<file path="src/rtl/zjh_scan_pkg.sv">
// Shared constants for the multiplexed seven-segment scan controller:
// decoder enable codes, scan states and the active-low hex glyph table.
package zjh_scan_pkg;

  localparam logic [2:0] EN_ON  = 3'b100;
  localparam logic [2:0] EN_OFF = 3'b011;

  typedef enum logic [1:0] {
    IDLE = 2'd0,
    SHOW = 2'd1,
    GAP  = 2'd2
  } scan_state_t;

  // Entry k is the {dp,g,f,e,d,c,b,a} pattern for hex digit k, dp off.
  localparam logic [15:0][7:0] GLYPH = {
    8'h8E, 8'h86, 8'hA1, 8'hC6, 8'h83, 8'h88, 8'h90, 8'h80,
    8'hF8, 8'h82, 8'h92, 8'h99, 8'hB0, 8'hA4, 8'hF9, 8'hC0
  };

endpackage

</file>
<file path="src/rtl/zjh_seg7_enc.sv">
// Combinational hex nibble + decimal point to active-low segment pattern.
module zjh_seg7_enc
  import zjh_scan_pkg::*;
(
  input  logic [3:0] nib,
  input  logic       dot,
  output logic [7:0] seg
);

  always_comb begin
    seg = GLYPH[nib];
    if (dot) seg[7] = 1'b0;
  end

endmodule

</file>
<file path="src/rtl/zjh_digit_scan.sv">
// Dynamic-scan controller for an 8-digit multiplexed seven-segment display
// driving a 3-to-8 decoder, with per-digit blanking and per-frame snapshot.
//
// state | meaning
// IDLE  | display off, waiting for run
// SHOW  | selected digit lit for DIV cycles
// GAP   | all digits dark for BLANK cycles before advancing
module zjh_digit_scan
  import zjh_scan_pkg::*;
#(
  parameter int DIV   = 50000,
  parameter int BLANK = 8,
  parameter int NDIG  = 8
) (
  input  logic        clk,
  input  logic        rst_n,
  input  logic        run,
  input  logic [31:0] data,
  input  logic [7:0]  dp,
  output logic [2:0]  sel,
  output logic [2:0]  en,
  output logic [7:0]  seg,
  output logic        frame_done
);

  localparam int CMAX = (DIV > BLANK) ? DIV : BLANK;
  localparam int CW   = $clog2(CMAX + 1);

  scan_state_t   state, state_next;
  logic [CW-1:0] cnt;
  logic [31:0]   data_buf, data_buf_next;
  logic [7:0]    dp_buf, dp_buf_next;
  logic [2:0]    sel_next;
  logic [7:0]    glyph;
  logic          show_end, gap_end, advance, last, wrap;

  assign show_end = (state == SHOW) && (cnt == CW'(DIV - 1));
  assign gap_end  = (state == GAP) && (cnt == CW'(BLANK - 1));
  assign advance  = run && (gap_end || (show_end && (BLANK == 0)));
  assign last     = (sel == 3'(NDIG - 1));
  assign wrap     = advance && last;

  always_comb begin
    state_next    = state;
    sel_next      = sel;
    data_buf_next = data_buf;
    dp_buf_next   = dp_buf;
    if (!run) begin
      state_next = IDLE;
      sel_next   = 3'd0;
    end else if (state == IDLE) begin
      state_next    = SHOW;
      sel_next      = 3'd0;
      data_buf_next = data;
      dp_buf_next   = dp;
    end else if (advance) begin
      state_next = SHOW;
      if (last) begin
        sel_next      = 3'd0;
        data_buf_next = data;
        dp_buf_next   = dp;
      end else begin
        sel_next = sel + 3'd1;
      end
    end else if (show_end) begin
      state_next = GAP;
    end
  end

  // Encode from the next-cycle buffer so the new snapshot lands on seg
  // in the same cycle sel wraps to 0.
  zjh_seg7_enc u_enc (
    .nib (data_buf_next[{sel_next, 2'b00} +: 4]),
    .dot (dp_buf_next[sel_next]),
    .seg (glyph)
  );

  always_ff @(posedge clk or negedge rst_n) begin
    if (!rst_n) begin
      state      <= IDLE;
      cnt        <= '0;
      data_buf   <= '0;
      dp_buf     <= '0;
      sel        <= 3'd0;
      en         <= EN_OFF;
      seg        <= 8'hFF;
      frame_done <= 1'b0;
    end else begin
      state      <= state_next;
      data_buf   <= data_buf_next;
      dp_buf     <= dp_buf_next;
      sel        <= sel_next;
      en         <= (state_next == SHOW) ? EN_ON : EN_OFF;
      seg        <= (state_next == SHOW) ? glyph : 8'hFF;
      frame_done <= wrap;
      if ((state_next != state) || advance) cnt <= '0;
      else if (cnt != CW'(CMAX))            cnt <= cnt + 1'b1;
    end
  end

endmodule

</file>
<file path="config.mk">
export PLATFORM = sky130hd
export DESIGN_NAME = zjh_digit_scan
export DESIGN_NICKNAME = d
export VERILOG_FILES = /design/src/rtl/zjh_scan_pkg.sv /design/src/rtl/zjh_seg7_enc.sv /design/src/rtl/zjh_digit_scan.sv
export SDC_FILE = /design/constraint.sdc
export NUM_CORES = 1
export LEC_CHECK = 0
export ABC_AREA = 1
export CAP_MARGIN = 20
export CELL_PAD_IN_SITES_DETAIL_PLACEMENT = 2
export CELL_PAD_IN_SITES_GLOBAL_PLACEMENT = 2
export CORE_ASPECT_RATIO = 0.9
export CORE_MARGIN = 1.5
export CORE_UTILIZATION = 34
export DETAILED_ROUTE_END_ITERATION = 8
export GPL_ROUTABILITY_DRIVEN = 0
export PLACE_DENSITY = 0.82
export SYNTH_ARGS = -nofsm -noshare
export SYNTH_HDL_FRONTEND = slang
export SYNTH_SLANG_ARGS = --single-unit
</file>
<file path="constraint.sdc">
create_clock -name clk -period 4.9 [get_ports clk]
set_input_delay 0.98 -clock clk [delete_from_list [all_inputs] [get_ports clk]]
set_output_delay 0.98 -clock clk [all_outputs]
set_load 0.02 [all_outputs]
</file>
* Word-level counts from Yosys, hierarchy flattened
Memories as Yosys holds them, arrays and structs flattened.
Cells that the tools add are included.
** Word-level totals
- Bits of input ports :: 43
- Memories :: 1
- Memory bits (read-only) :: 128
- Register bits after elaboration :: 73
- Logic and storage cells :: 53
- Output and inout port bits :: 15
** Operators by class
- Shift-type cells :: 1
- Mux-type cells :: 24
- Equality and inequality tests :: 8
- Add/sub/neg operators :: 2
- Magnitude comparators :: 2
- Reduce and logical (&&, ||, !) cells :: 7
** Memory list
- (no name shown) :: depth 16, bits a word 8, read ports 1, clocked after memory_dff 0, write ports 0, RTL line zjh_seg7_enc.sv:11 : seg = GLYPH[nib];
** Operators by type and width (number)
- $mux W32 :: 4
- $mux W8 :: 6
- $mux W16 :: 2
- $shiftx A32 B6 Y4 :: 1
- $add A16 B1 Y16 const B :: 1
- $eq A16 B16 Y1 const B :: 1
- $eq A16 B3 Y1 const B :: 1
- $ne A16 B16 Y1 const B :: 1
- $mux W3 :: 5
- $mux W2 :: 4
- $lt A4 B5 Y1 const B :: 1
- $eq A2 B1 Y1 const B :: 2
- $logic_and A1 B1 Y1 :: 4
- $lt A3 B4 Y1 const B :: 1
- $add A3 B1 Y3 const B :: 1
- $bmux W1 S3 :: 1
- $eq A3 B3 Y1 const B :: 1
- $eq A2 B2 Y1 const B :: 1
- $logic_not A2 Y1 :: 1
- $mux W1 :: 2
- $ne A2 B2 Y1 :: 1
- $reduce_bool A2 Y1 :: 1
- $logic_or A1 B1 Y1 :: 1

* Longest topological paths before layout
- Depth in word-level cells :: 11
- Mapped depth :: 21
- Gate-level depth less buffers :: 20

* By module
From an unflattened synthesis, not the netlist that was laid out.
** Unflattened totals
- Cell total of the unflattened synthesis :: 498
- Area total of the unflattened synthesis :: 4107.7 um2
** Modules (own cells, without submodules)
- zjh_digit_scan :: seq. area each 1813.0 um2, area an instance 3829.9 um2, instances 1, cells each 448
- zjh_seg7_enc :: seq. area each 0.0 um2, area an instance 277.8 um2, instances 1, cells each 50

* Worst setup path after synthesis
Ideal clock, no wire load.
- Path type :: input to register
- From :: input port run
- To :: register seg[1]
- Setup slack :: 1.913 ns
- Arrival time :: 2.909 ns
- Cell stages on the path :: 19
- Data required time :: 4.823 ns
- Path buffers :: 3
- Setup time :: 0.077 ns
- Path through :: buf_4 -> inv_2 -> nor2_4 -> nand2_2 -> nor2_4 -> nand4_4 -> nand2_4 -> buf_6 -> buf_8 -> nand3_1 -> nand3_1 -> nand3_1 -> nand3_1 -> nand2_1 -> ha_1 -> nand3_1 -> nor2_1 -> nor2_1 -> nand2_1
** On the way
- Longest elaborated chain between the ends :: 8
- Elaborated cells on any way between the ends :: 15
- Classes of those cells :: eq/ne (1); shift (1); mux (11); reduce/logical (1); memory (1)
** RTL lines
- start: declaration :: RTL line zjh_digit_scan.sv:17 : input logic run,
- $logic_and A1 B1 Y1 :: RTL line zjh_digit_scan.sv:39 : assign advance = run && (gap_end || (show_end && (BLANK == 0)));
- $mux W32 / $mux W3 (equally long branches) :: RTL line zjh_digit_scan.sv:56 : end else if (advance) begin
- $mux W32 / $mux W3 (equally long branches) :: RTL line zjh_digit_scan.sv:51 : end else if (state == IDLE) begin
- $mux W32 / $mux W3 (equally long branches) :: RTL line zjh_digit_scan.sv:48 : if (!run) begin
- $shiftx A32 B6 Y4 :: RTL line zjh_digit_scan.sv:73 : .nib (data_buf_next[{sel_next, 2'b00} +: 4]),
- $mem_v2 Z16 W8
- $mux W8 (not written as such) :: RTL line zjh_seg7_enc.sv:11
- $mux W8 * :: RTL line zjh_digit_scan.sv:94 : seg <= (state_next == SHOW) ? glyph : 8'hFF;
- end signal: assignment :: RTL line zjh_digit_scan.sv:94
- end: declaration :: RTL line zjh_digit_scan.sv:22 : output logic [7:0] seg,
Mark *: on every way between the ends. The rest lies on a longest branch, timed or not. The select of a mux whose other input is x is not followed.
A chain may end at the register's enable or synchronous reset.

* Worst setup path after layout
- From :: input port run
- To :: register seg[5]
The elaborated chain is that of the path after synthesis.

==> impl_table.tex <==
\begin{tabular}{lr}
\hline
Metric & Value \\
\hline
\multicolumn{2}{l}{\textbf{Placed design}} \\
\quad Post-DP HPWL & 9420 µm \\
\quad Placed standard-cell area & 0.00502 mm² \\
\quad IO buf count & 57 \\
\multicolumn{2}{l}{\textbf{Yosys}} \\
\quad Number of nets produced by synthesis & 633 \\
\quad Summed instance area of the synthesized netlist & 0.00438 mm² \\
\quad Post-synthesis cell type count & 40 \\
\quad Sequential element share of the synthesized area & approximately 41\% \\
\quad Number of synthesized register bits & about 70 \\
\quad Fraction of the mapped netlist area in compound gates & 4.60\% \\
\quad Post-Synth Adder-Cell Area & 2.86\% \\
\quad Number of enable flip-flop cells after synthesis & 0 \\
\quad Predominant post-synthesis flop cell & sky130\_fd\_sc\_hd\_\_dfrtp\_1 \\
\quad Mux share of post-synthesis cell area & 0.458\% \\
\quad Synthesized instance count & 580 \\
\quad Dominant combinational cell family by area after synthesis & simple AND/OR/NAND/NOR gates \\
\quad Parity-gate share of the synthesized area counting xor and xnor cells & 1.20\% \\
\quad Average footprint of a synthesized cell & 7.54 µm² \\
\quad Share of async-settable or async-resettable flops after synthesis & 100\% \\
\quad Fraction of the mapped netlist area in simple logic gates & 37.9\% \\
\quad Total of warnings raised by yosys & 0 \\
\multicolumn{2}{l}{\textbf{Timing}} \\
\quad Worst Hold Margin & approximately 480 ps \\
\quad Total setup violations reported at the end of the flow & 0 \\
\quad Fraction of the cycle the final worst path needs & 72.4\% \\
\quad Final sum of negative setup slack & 0 ps \\
\quad Setup repair after global routing missed its margin & false \\
\quad Max Clk Rate & about 280 MHz \\
\quad Transition time of the tightest slew-check pin & 974 ps \\
\quad Worst-case headroom to the max-slew limit & around a third \\
\quad Max Slew Vio Count & 0 \\
\quad Time the final worst path needs with I/O delays and setup & 3550 ps \\
\quad Clock skew after layout & 6.63 ps \\
\quad Final count of hold timing violations & 0 \\
\multicolumn{2}{l}{\textbf{Global routing}} \\
\quad Wire length of the first global-routing pass & around 23,000 µm \\
\quad Antenna violations before repair & 0 \\
\quad Via count of the first global-routing pass & 4,314 \\
\quad Pin count of the biggest net entering global routing & 73 \\
\quad Global-route total usage across every layer & a little over a fifth \\
\quad Remaining global-route overflow & 0 \\
\multicolumn{2}{l}{\textbf{Detailed routing}} \\
\quad Detailed Route WL & 13,500 µm \\
\quad Met3 wirelength from detailed routing & 349 µm \\
\quad Wire per inst & $\sim$17 µm \\
\quad Metal-1 WL & roughly 6400 µm \\
\quad Amount of wire on met2 after detailed routing & 6530 µm \\
\quad Top layer in use & met4 \\
\quad Post-DRT Antenna Nets & 0 \\
\quad Routed via count divided by cell count & 5.02 \\
\quad DRC violation total after the first TritonRoute iteration & 174 \\
\quad Detailed-router iteration count before antenna repair & 4 \\
\quad Routed via count & roughly 4k \\
\quad Drt drc & 0 \\
\multicolumn{2}{l}{\textbf{Floorplan}} \\
\quad Top Ports & 58 \\
\quad Die outline height & 111 µm \\
\quad Width of the chip & roughly 120 µm \\
\quad Core area & 0.0126 mm² \\
\quad Core Rows & 39 \\
\quad Area of the die & 0.0136 mm² \\
\quad Initial Util & 34.6\% \\
\multicolumn{2}{l}{\textbf{CTS}} \\
\quad TritonCTS clock tree & built \\
\quad Number of buffers created by CTS & 9 \\
\quad \# hold bufs at CTS & 0 \\
\quad Maximum buffer depth of the clock tree & 2 \\
\quad Post-CTS Repair Setup Buffers & 0 \\
\quad Clock tree sinks & 72 \\
\quad Count of cells resized by post-cts repair & 0 \\
\quad Clock tree root buffer cell & sky130\_fd\_sc\_hd\_\_clkbuf\_16 \\
\quad Clock insertion delay at the later pin of the skew report & 350 ps \\
\quad CTS H-tree lvls & 3 \\
\quad Clock transition time at the flip-flop clock pins of the worst setup and hold paths & $\sim$60 ps \\
\multicolumn{2}{l}{\textbf{Setup path}} \\
\quad Crit. End Element & flop \\
\quad Total buffers and inverters traversed by the critical path & 3 \\
\quad Worst setup path category & in2reg \\
\quad Crit Path Max Fanout & 40 \\
\quad Slowest library cell on the worst path & sky130\_fd\_sc\_hd\_\_nand2\_4 \\
\quad Delay of the slowest cell on the worst path & 410 ps \\
\quad Cell Chain, Critical Path & buf\_2, inv\_2, nor2\_4, nand2\_2, nor2\_4, nand4\_4, nand2\_4, nand2\_4, nand2\_1, nand3\_1, nand3\_1, nand3\_1, nand2\_1, inv\_1, ha\_1, nand3\_1, nand2\_1, nand2\_1, nand3\_1 \\
\quad Required arrival time at the worst endpoint & a little over 5000 ps \\
\quad Cell type group with the largest total delay on the critical path & simple AND/OR/NAND/NOR gates \\
\quad Data arrival, critical path & 3790 ps \\
\quad Launching element type of the critical path & input pin \\
\quad CP most frequent cell & sky130\_fd\_sc\_hd\_\_nand3\_1 \\
\multicolumn{2}{l}{\textbf{Status}} \\
\quad Outcome & finished clean \\
\multicolumn{2}{l}{\textbf{Finish}} \\
\quad Layout overhead on the synthesized area & 20.8\% \\
\quad \# diodes & 0 \\
\quad Ratio of cells with drive above 1 in the final layout & between 10\% and 20\% \\
\quad Fill cell instance count of the final layout & roughly 1.5k \\
\quad Final std cell area, no fill & between 0.005 and 0.006 mm² \\
\quad Number of nets in the layout & just under 700 \\
\multicolumn{2}{l}{\textbf{Power and ir drop}} \\
\quad PD cells & 306 mW/mm² \\
\quad Peak supply drop & 0.000159 V \\
\quad Leakage power figure & between 0.002 and 0.003 µW \\
\multicolumn{2}{l}{\textbf{Worst hold path}} \\
\quad HP Class & reg2reg \\
\multicolumn{2}{l}{\textbf{Job}} \\
\quad Max capacitance violation total & 0 \\
\hline
\end{tabular}
## where the power goes
| part | total (µW) | switching, µW | internal (µW) |
|---|---|---|---|
| combinational | 316 | 192 | 124 |
| clock | 615 | 275 | 340 |
| sequential | 685 | 26.5 | 658 |
| total | 1620 | 494 | 1120 |
## tightest hold or removal path: stages, from the launching register on
cell and delay [ps]:
sky130_fd_sc_hd__dfrtp_1 320, sky130_fd_sc_hd__nand2_1 70, sky130_fd_sc_hd__nand2_1 60
## cells by family after synthesis
group           after synthesis
mux                           2
xor+xnor                      6
flops                        72
buf+inv                     116
simple gates                344
compound gates               30
fa+ha+maj                    10
## placed cells by master, fill, tap and decap left out, drive strengths merged, types with 10 or more instances in the layout
cell type / synthesis / layout
and2: 12 / 12
clkbuf: 2 / 10
clkdlybuf4s50: 0 / 55
dfrtp: 63 / 63
ha: 10 / 10
inv: 96 / 96
nand2: 130 / 130
nand3: 96 / 96
nor2: 74 / 74
nor3: 13 / 13
o21ai: 11 / 11
## cells in the mapped netlist, types with 2 or more instances
master	instances	area share (%)
sky130_fd_sc_hd__and2_1	12	1.7
sky130_fd_sc_hd__inv_1	82	7.0
sky130_fd_sc_hd__o32ai_1	5	1.0
sky130_fd_sc_hd__nand3_4	2	0.80
sky130_fd_sc_hd__nand2_4	4	1.0
sky130_fd_sc_hd__buf_6	4	1.0
sky130_fd_sc_hd__nor3_1	13	1.5
sky130_fd_sc_hd__buf_1	2	0.17
sky130_fd_sc_hd__mux2i_1	2	0.46
sky130_fd_sc_hd__o21ai_2	2	0.40
sky130_fd_sc_hd__nor3b_1	3	0.51
sky130_fd_sc_hd__o211ai_1	4	0.69
sky130_fd_sc_hd__nand2_2	3	0.43
sky130_fd_sc_hd__a21oi_1	7	0.80
sky130_fd_sc_hd__ha_1	10	2.9
sky130_fd_sc_hd__clkbuf_1	2	0.17
sky130_fd_sc_hd__nand2_1	123	11
sky130_fd_sc_hd__xor2_1	6	1.2
sky130_fd_sc_hd__inv_2	14	1.2
sky130_fd_sc_hd__o21ai_0	4	0.46
sky130_fd_sc_hd__nand3b_1	3	0.51
sky130_fd_sc_hd__o21ai_1	5	0.57
sky130_fd_sc_hd__buf_4	5	0.86
sky130_fd_sc_hd__nand3_2	9	2.1
sky130_fd_sc_hd__nand4_1	7	1.0
sky130_fd_sc_hd__dfstp_2	9	5.4
sky130_fd_sc_hd__dfrtp_1	63	36
sky130_fd_sc_hd__nand3_1	85	9.7
sky130_fd_sc_hd__nor2_4	3	0.77
sky130_fd_sc_hd__nor2_1	70	6.0
sky130_fd_sc_hd__nor4_1	3	0.43
sky130_fd_sc_hd__buf_2	6	0.69
## registers in the layout, indices dropped and copies added, names as in the netlist
register,cells
sel,3
cnt,16
state,2
en,2
data_buf,32
seg,8
dp_buf,8
frame_done,1
## cell type report
cell class / count / area (µm²) / share of cell area (%)
clock buffer: 10 / 229 / 4.33
sequential: 72 / 1810 / 34.3
multi-input combinational: 392 / 2060 / 39.0
tap: 164 / 205 / 3.88
timing repair buffer: 60 / 583 / 11.0
inverter: 96 / 360 / 6.82
clock inverter: 6 / 36.3 / 0.686
## per-stage QoR
step | utilization (%) | total power, µW | instances | setup WS (ps)
2_1_floorplan | - | 888 | 580 | 1910
3_3_place_gp | 39.7 | 991 | 784 | 1260
3_5_place_dp | 39.7 | 1010 | 784 | 1050
4_1_cts | 41.8 | 1640 | 800 | 1310
5_1_grt | 41.8 | 1700 | 800 | 1000
6_report | 41.8 | 1620 | 800 | 1350
## per-layer routing
metal | vias up | track usage, %
met5 | - | 0
met3 | 14 | 3.31
met1 | 2011 | 29.4
li1 | 1936 | -
met2 | 58 | 35.2
met4 | 0 | 6.98
## final timing paths
| kind | from | to | slack (ps) | depth (start not counted) |
|---|---|---|---|---|
| max in group asynchronous | rst_n | dp_buf[6] | 3390 | 2 |
| setup / recovery | run | seg[5] | 1350 | 19 |
| hold reg to reg | data_buf[24] | data_buf[24] | 480 | 2 |
| hold / removal | data_buf[24] | data_buf[24] | 480 | 2 |
| setup reg to reg | cnt[10] | seg[5] | 1440 | 17 |
| min in group asynchronous | rst_n | cnt[1] | 860 | 2 |
Note: power is estimated with default switching activity, not from simulation.
